**config.mk**
```make
export PLATFORM = sky130hd
export DESIGN_NAME = pc_gen
export DESIGN_NICKNAME = d
export VERILOG_FILES = /design/src/rtl/pc_gen.sv
export SDC_FILE = /design/constraint.sdc
export NUM_CORES = 1
export LEC_CHECK = 0
export ABC_AREA = 1
export CELL_PAD_IN_SITES_DETAIL_PLACEMENT = 1
export CELL_PAD_IN_SITES_GLOBAL_PLACEMENT = 1
export CORE_MARGIN = 3
export CORE_UTILIZATION = 40
export CTS_CLUSTER_DIAMETER = 100
export DETAILED_ROUTE_END_ITERATION = 7
export PLACE_DENSITY_LB_ADDON = 0.1
export SYNTH_ARGS = -nofsm -noshare
export SYNTH_HDL_FRONTEND = slang
export SYNTH_SLANG_ARGS = --single-unit
export TNS_END_PERCENT = 50
```
**constraint.sdc**
```tcl
create_clock -name clk -period 4.5 [get_ports clk]
set_clock_uncertainty 0.15 [all_clocks]
set_input_delay 0.45 -clock clk [delete_from_list [all_inputs] [get_ports clk]]
set_output_delay 0.45 -clock clk [all_outputs]
set_load 0.005 [all_outputs]
```
**src/rtl/pc_gen.sv**
```systemverilog
// Next-PC generator for the multi-cycle core.
// Owns the architectural PC and issues one fetch per instruction.
module pc_gen #(
   parameter int unsigned ISA_WIDTH = 32,
   parameter logic [ISA_WIDTH-1:0] RESET_VECTOR = ISA_WIDTH'(32'h8000_0000),
   parameter int unsigned IALIGN = 32,
   parameter int unsigned CNT_WIDTH = 64
) (
   input  logic                 clk,
   input  logic                 rst,
   output logic                 fetch_valid,
   input  logic                 fetch_ready,
   output logic [ISA_WIDTH-1:0] fetch_pc,
   input  logic                 commit_valid,
   input  logic [2:0]           commit_kind,
   input  logic                 commit_taken,
   input  logic                 commit_rvc,
   input  logic [ISA_WIDTH-1:0] commit_base,
   input  logic [ISA_WIDTH-1:0] commit_imm,
   input  logic                 trap_valid,
   input  logic [ISA_WIDTH-1:0] mtvec,
   output logic                 exc_valid,
   output logic [ISA_WIDTH-1:0] exc_tval,
   output logic                 halted,
   output logic [CNT_WIDTH-1:0] instret
);

   if (IALIGN != 16 && IALIGN != 32) begin : g_ialign_chk
      $error("pc_gen: IALIGN must be 16 or 32");
   end

   localparam bit ALIGN32 = (IALIGN == 32);
   localparam bit ALIGN16 = (IALIGN == 16);

   localparam logic [2:0] K_BRANCH = 3'd1;
   localparam logic [2:0] K_JAL    = 3'd2;
   localparam logic [2:0] K_JALR   = 3'd3;
   localparam logic [2:0] K_HALT   = 3'd4;

   typedef enum logic [1:0] {
      S_BOOT,
      S_REQ,
      S_WAIT,
      S_HALT
   } state_t;

   state_t state, state_n;

   logic [ISA_WIDTH-1:0] pc, pc_n;
   logic [ISA_WIDTH-1:0] exc_tval_n;
   logic [CNT_WIDTH-1:0] instret_n;
   logic                 exc_valid_n;
   logic                 halted_n;

   logic [ISA_WIDTH-1:0] ilen;
   logic [ISA_WIDTH-1:0] seq_pc;
   logic [ISA_WIDTH-1:0] target;
   logic                 redirect;
   logic                 misaligned;

   assign fetch_valid = (state == S_REQ);
   assign fetch_pc    = pc;

   always_comb begin
      ilen     = (ALIGN16 && commit_rvc) ? ISA_WIDTH'(2) : ISA_WIDTH'(4);
      seq_pc   = pc + ilen;
      target   = seq_pc;
      redirect = 1'b0;
      case (commit_kind)
         K_BRANCH: begin
            if (commit_taken) begin
               target   = pc + commit_imm;
               redirect = 1'b1;
            end
         end
         K_JAL: begin
            target   = pc + commit_imm;
            redirect = 1'b1;
         end
         K_JALR: begin
            target   = (commit_base + commit_imm) & ~ISA_WIDTH'(1);
            redirect = 1'b1;
         end
         default: ;
      endcase
      // only redirects can land off-grid; sequential steps never do
      misaligned = redirect && (target[0] || (ALIGN32 && target[1]));
   end

   always_comb begin
      state_n     = state;
      pc_n        = pc;
      exc_valid_n = 1'b0;
      exc_tval_n  = exc_tval;
      halted_n    = halted;
      instret_n   = instret;
      case (state)
         S_BOOT: state_n = S_REQ;
         S_REQ: begin
            if (fetch_ready) state_n = S_WAIT;
         end
         S_WAIT: begin
            if (trap_valid) begin
               pc_n    = mtvec;
               state_n = S_REQ;
            end else if (commit_valid) begin
               if (commit_kind == K_HALT) begin
                  instret_n = instret + CNT_WIDTH'(1);
                  halted_n  = 1'b1;
                  state_n   = S_HALT;
               end else if (misaligned) begin
                  exc_valid_n = 1'b1;
                  exc_tval_n  = target;
                  pc_n        = mtvec;
                  state_n     = S_REQ;
               end else begin
                  pc_n      = target;
                  instret_n = instret + CNT_WIDTH'(1);
                  state_n   = S_REQ;
               end
            end
         end
         S_HALT: ;
         default: state_n = S_BOOT;
      endcase
   end

   always_ff @(posedge clk or negedge rst) begin
      if (!rst) begin
         state     <= S_BOOT;
         pc        <= RESET_VECTOR;
         exc_valid <= 1'b0;
         exc_tval  <= '0;
         halted    <= 1'b0;
         instret   <= '0;
      end else begin
         state     <= state_n;
         pc        <= pc_n;
         exc_valid <= exc_valid_n;
         exc_tval  <= exc_tval_n;
         halted    <= halted_n;
         instret   <= instret_n;
      end
   end

endmodule

```
==> impl_metrics.yaml <==
worst_hold_path:
  min-delay-start: "exc_tval[29]"
  whs_path_depth: 2
  holdPathEnd: "exc_tval[29]"
  hold_path.class: "reg -> reg"
setup_path:
  regToRegStartpoint: "fetch_pc[0]"
  worstSetupPathType: "in -> reg"
  rr_endpoint: "fetch_pc[13]"
  cp_data_arrival_time_ns: 3.59
  cp_max_fo: 28
  crit_required_ns: 4.68
  crit_path_start_kind: "primary input"
  r2r_slack_ns: 1.30
  reg2reg_depth: 10
  cp-end-kind: "register"
sta:
  clock.fmax_mhz: 293.2
  min_period_ns: 3.410
  max-slew-margin-rel_pct: 46.43
  final_max_slew_viol_count: 0
  finalSetupTns_ns: 0
  fin_crit_sh_pct: 75.79
  worst_slew_pin_slew_ns: 0.8027
  rsz0062_at_grt: "false"
  setup_violations: 0
  finalHoldViolations: 0
power:
  pwr-share-seq_pct: 28.1
  p_switching_mw: 3.464
  internal_power_mw: 3.772
  total_leakage_power_nw: 7.795
  swShare_pct: 47.87
  combPwrFrac_pct: 52.9
  p_per_area_mw_per_mm2: 450.0
  clkPwrFrac_pct: 19.0
  ir_drop_v: 0.0002880
finish:
  fin_area_mm2: 0.01608
  area_delta_synth_final_pct: 26.10
  final_nets: 2514
  diodes: 0
  drive_gt1_share_pct: 3.486
logic_synthesis:
  syn_nets: 2284
  ys_types: 42
  synthAdderAreaFrac_pct: 6.889
  synth_xor_area_share_pct: 5.289
  synth-simple-area-share_pct: 43.62
  async_flop_share_pct: 100.0
  synth_seq_cells: 132
  netlist_instances: 2109
  synth_warnings: 0
  synthTopCellsByArea: "dfrtp_1 (26%), nand2_1 (23%), inv_1 (8.2%), nor2_1 (6.7%), ha_1 (6.6%)"
  synth-compound-area-share_pct: 8.587
  synth_area_mm2: 0.01275
  synth_top_cell_area_share_pct: 25.71
  synth_top_family_by_area: "simple AND/OR/NAND/NOR gates"
  yosysSeqAreaShare_pct: 25.92
  syn_area_per_cell_um2: 6.045
  synthMuxAreaShare_pct: 0
  ys.flop_type: "dfrtp_1"
  yosysTopAreaCell: "dfrtp_1"
  synth_edf_count: 0
placed_design:
  placed_cell_area_mm2: 0.01551
  dpl.hpwl_um: 46690
  gp_congestion: 0.9144
  portBuffers: 235
floorplanning:
  die_h_um: 184.5
  die_x_um: 184.5
  rows: 64
  design.core.area_mm2: 0.03099
  dieArea_mm2: 0.03405
  start_util_pct: 41.14
  io_pins: 237
clock_network:
  clk_pin_slew_ns: 0.07
  cts.path.max_buffers: 2
  clk_latency_ns: 0.44
  root_buffer: "clkbuf_16"
  cts_inserted_buffers: 17
  cts_tree: "yes"
  cts.sinks: 132
  cts_max_level: 4
  postCtsSetupBuffers: 0
run_status:
  outcome: "finished clean"
grt:
  grt_pass1_vias: 15650
  gr-usage-all-layers_pct: 33.10
  grt_pass1_wl_um: 86860
  grt_max_degree: 67
  overflow: 0
  antenna_found_initial: 0
detailed_routing:
  wl_per_cell_um: 20.51
  antenna_left: 0
  viasPerCell: 5.480
  dr_total_vias: 15060
  routed_wl_um: 56370
  drt_iter0_drc: 766
  drt-pass1-iter-count: 5
  drc: 0
run:
  cap_violations: 0
-- through the flow --
step / util (%) / setup WS [ns] / cells / hold slack, ns / power, mW
final: 51.88 / 1.090 / 2748 / 0.3395 / 7.235
after global routing: 51.88 / 0.9423 / 2748 / 0.3628 / 7.748
after floorplan: - / 2.199 / 2109 / 0.004409 / 4.006
after global placement: 50.04 / 0.9837 / 2715 / 0.3047 / 5.661
after detailed placement: 50.04 / 0.7985 / 2715 / 0.3222 / 5.802
after CTS: 51.88 / 1.191 / 2748 / 0.3408 / 7.209
-- metal layers --
metal | track usage (%) | routed length [um]
met5 | 0 | 0
met3 | 5.052 | 3181
met2 | 58.03 | 27510
met4 | 11.22 | 1888
met1 | 41.53 | 23790
-- cell type report --
class / count / area, um^2
Clock buffer: 17 / 425.4
Clock inverter: 15 / 136.4
Fill cell: 4232 / 14910
Inverter: 284 / 1066
Multi-Input combinational cell: 1658 / 8212
Sequential cell: 132 / 3304
Tap cell: 396 / 495.5
Timing Repair Buffer: 246 / 2439
-- power by group through the flow --
stage	clock, mW	combinational (mW)	sequential (mW)
after detailed placement	0	3.77	2.04
after global placement	0	3.64	2.02
after global routing	1.43	4.24	2.08
final	1.37	3.83	2.04
after floorplan	0	2.17	1.84
after CTS	1.38	3.80	2.02
-- worst max-delay path, cell delays in order --
cell and delay [ns]:
clkdlybuf4s50_1 0.46, inv_1 0.13, nand2_1 0.12, nand2_2 0.32
inv_2 0.28, nand2_1 0.13, nand3_1 0.21, o21ai_2 0.25
inv_2 0.08, nor2_4 0.32, buf_4 0.39, o21ai_0 0.16
o21ai_0 0.28
-- logic make-up after synthesis --
kind of cell               count (synthesis)
and+or+nand+nor                         1316
buffers and inverters                    319
AOI/OAI and AO/OA                        196
DFF                                      132
xor gates and xnor gates                  77
adders and majority gates                 69
-- worst max-delay path by stage --
stage          slack [ns]           end  depth (start not counted)            from
6_report             1.09  fetch_pc[13]                         13  commit_kind[2]
5_1_grt              0.94  fetch_pc[13]                         13  commit_kind[2]
2_1_floorplan        2.20   instret[62]                         10   commit_imm[0]
3_5_place_dp         0.80  fetch_pc[13]                         13  commit_kind[2]
4_1_cts              1.19  fetch_pc[13]                         13  commit_kind[2]
3_3_place_gp         0.98  fetch_pc[20]                         14  commit_kind[1]
-- cell usage in the layout (no fill, tap or decap), types with 8 or more instances in the layout --
cell type,count
o21ai_1,12
buf_4,10
nand4_1,53
nor4_1,10
nor2_1,227
o21bai_1,13
inv_1,278
o21ai_0,79
nand3_1,149
a21oi_1,59
ha_1,67
o22ai_1,11
nand2_1,768
xor2_1,42
a21boi_0,8
dfrtp_1,131
nand3b_1,17
nor3_1,59
clkbuf_16,17
clkdlybuf4s50_1,234
xnor2_1,35
or2_2,8
-- state kept, by name (all words and copies together), names as in the netlist --
name and flops:
exc_valid 1, state 2, fetch_pc 32, halted 1, instret 64, exc_tval 32
-- timing repair --
item,4_1_cts,5_1_grt
hold buffers,1,0
gates resized for setup,0,0
endpoints found under the hold margin,64,0
-- synth_stat cells (16+ instances only) --
| cell | number |
|---|---|
| a21oi_1 | 59 |
| buf_2 | 16 |
| dfrtp_1 | 131 |
| ha_1 | 67 |
| inv_1 | 278 |
| nand2_1 | 768 |
| nand3_1 | 149 |
| nand3b_1 | 17 |
| nand4_1 | 53 |
| nor2_1 | 228 |
| nor3_1 | 59 |
| o21ai_0 | 79 |
| xnor2_1 | 35 |
| xor2_1 | 42 |
Note: power is estimated with default switching activity, not from simulation.
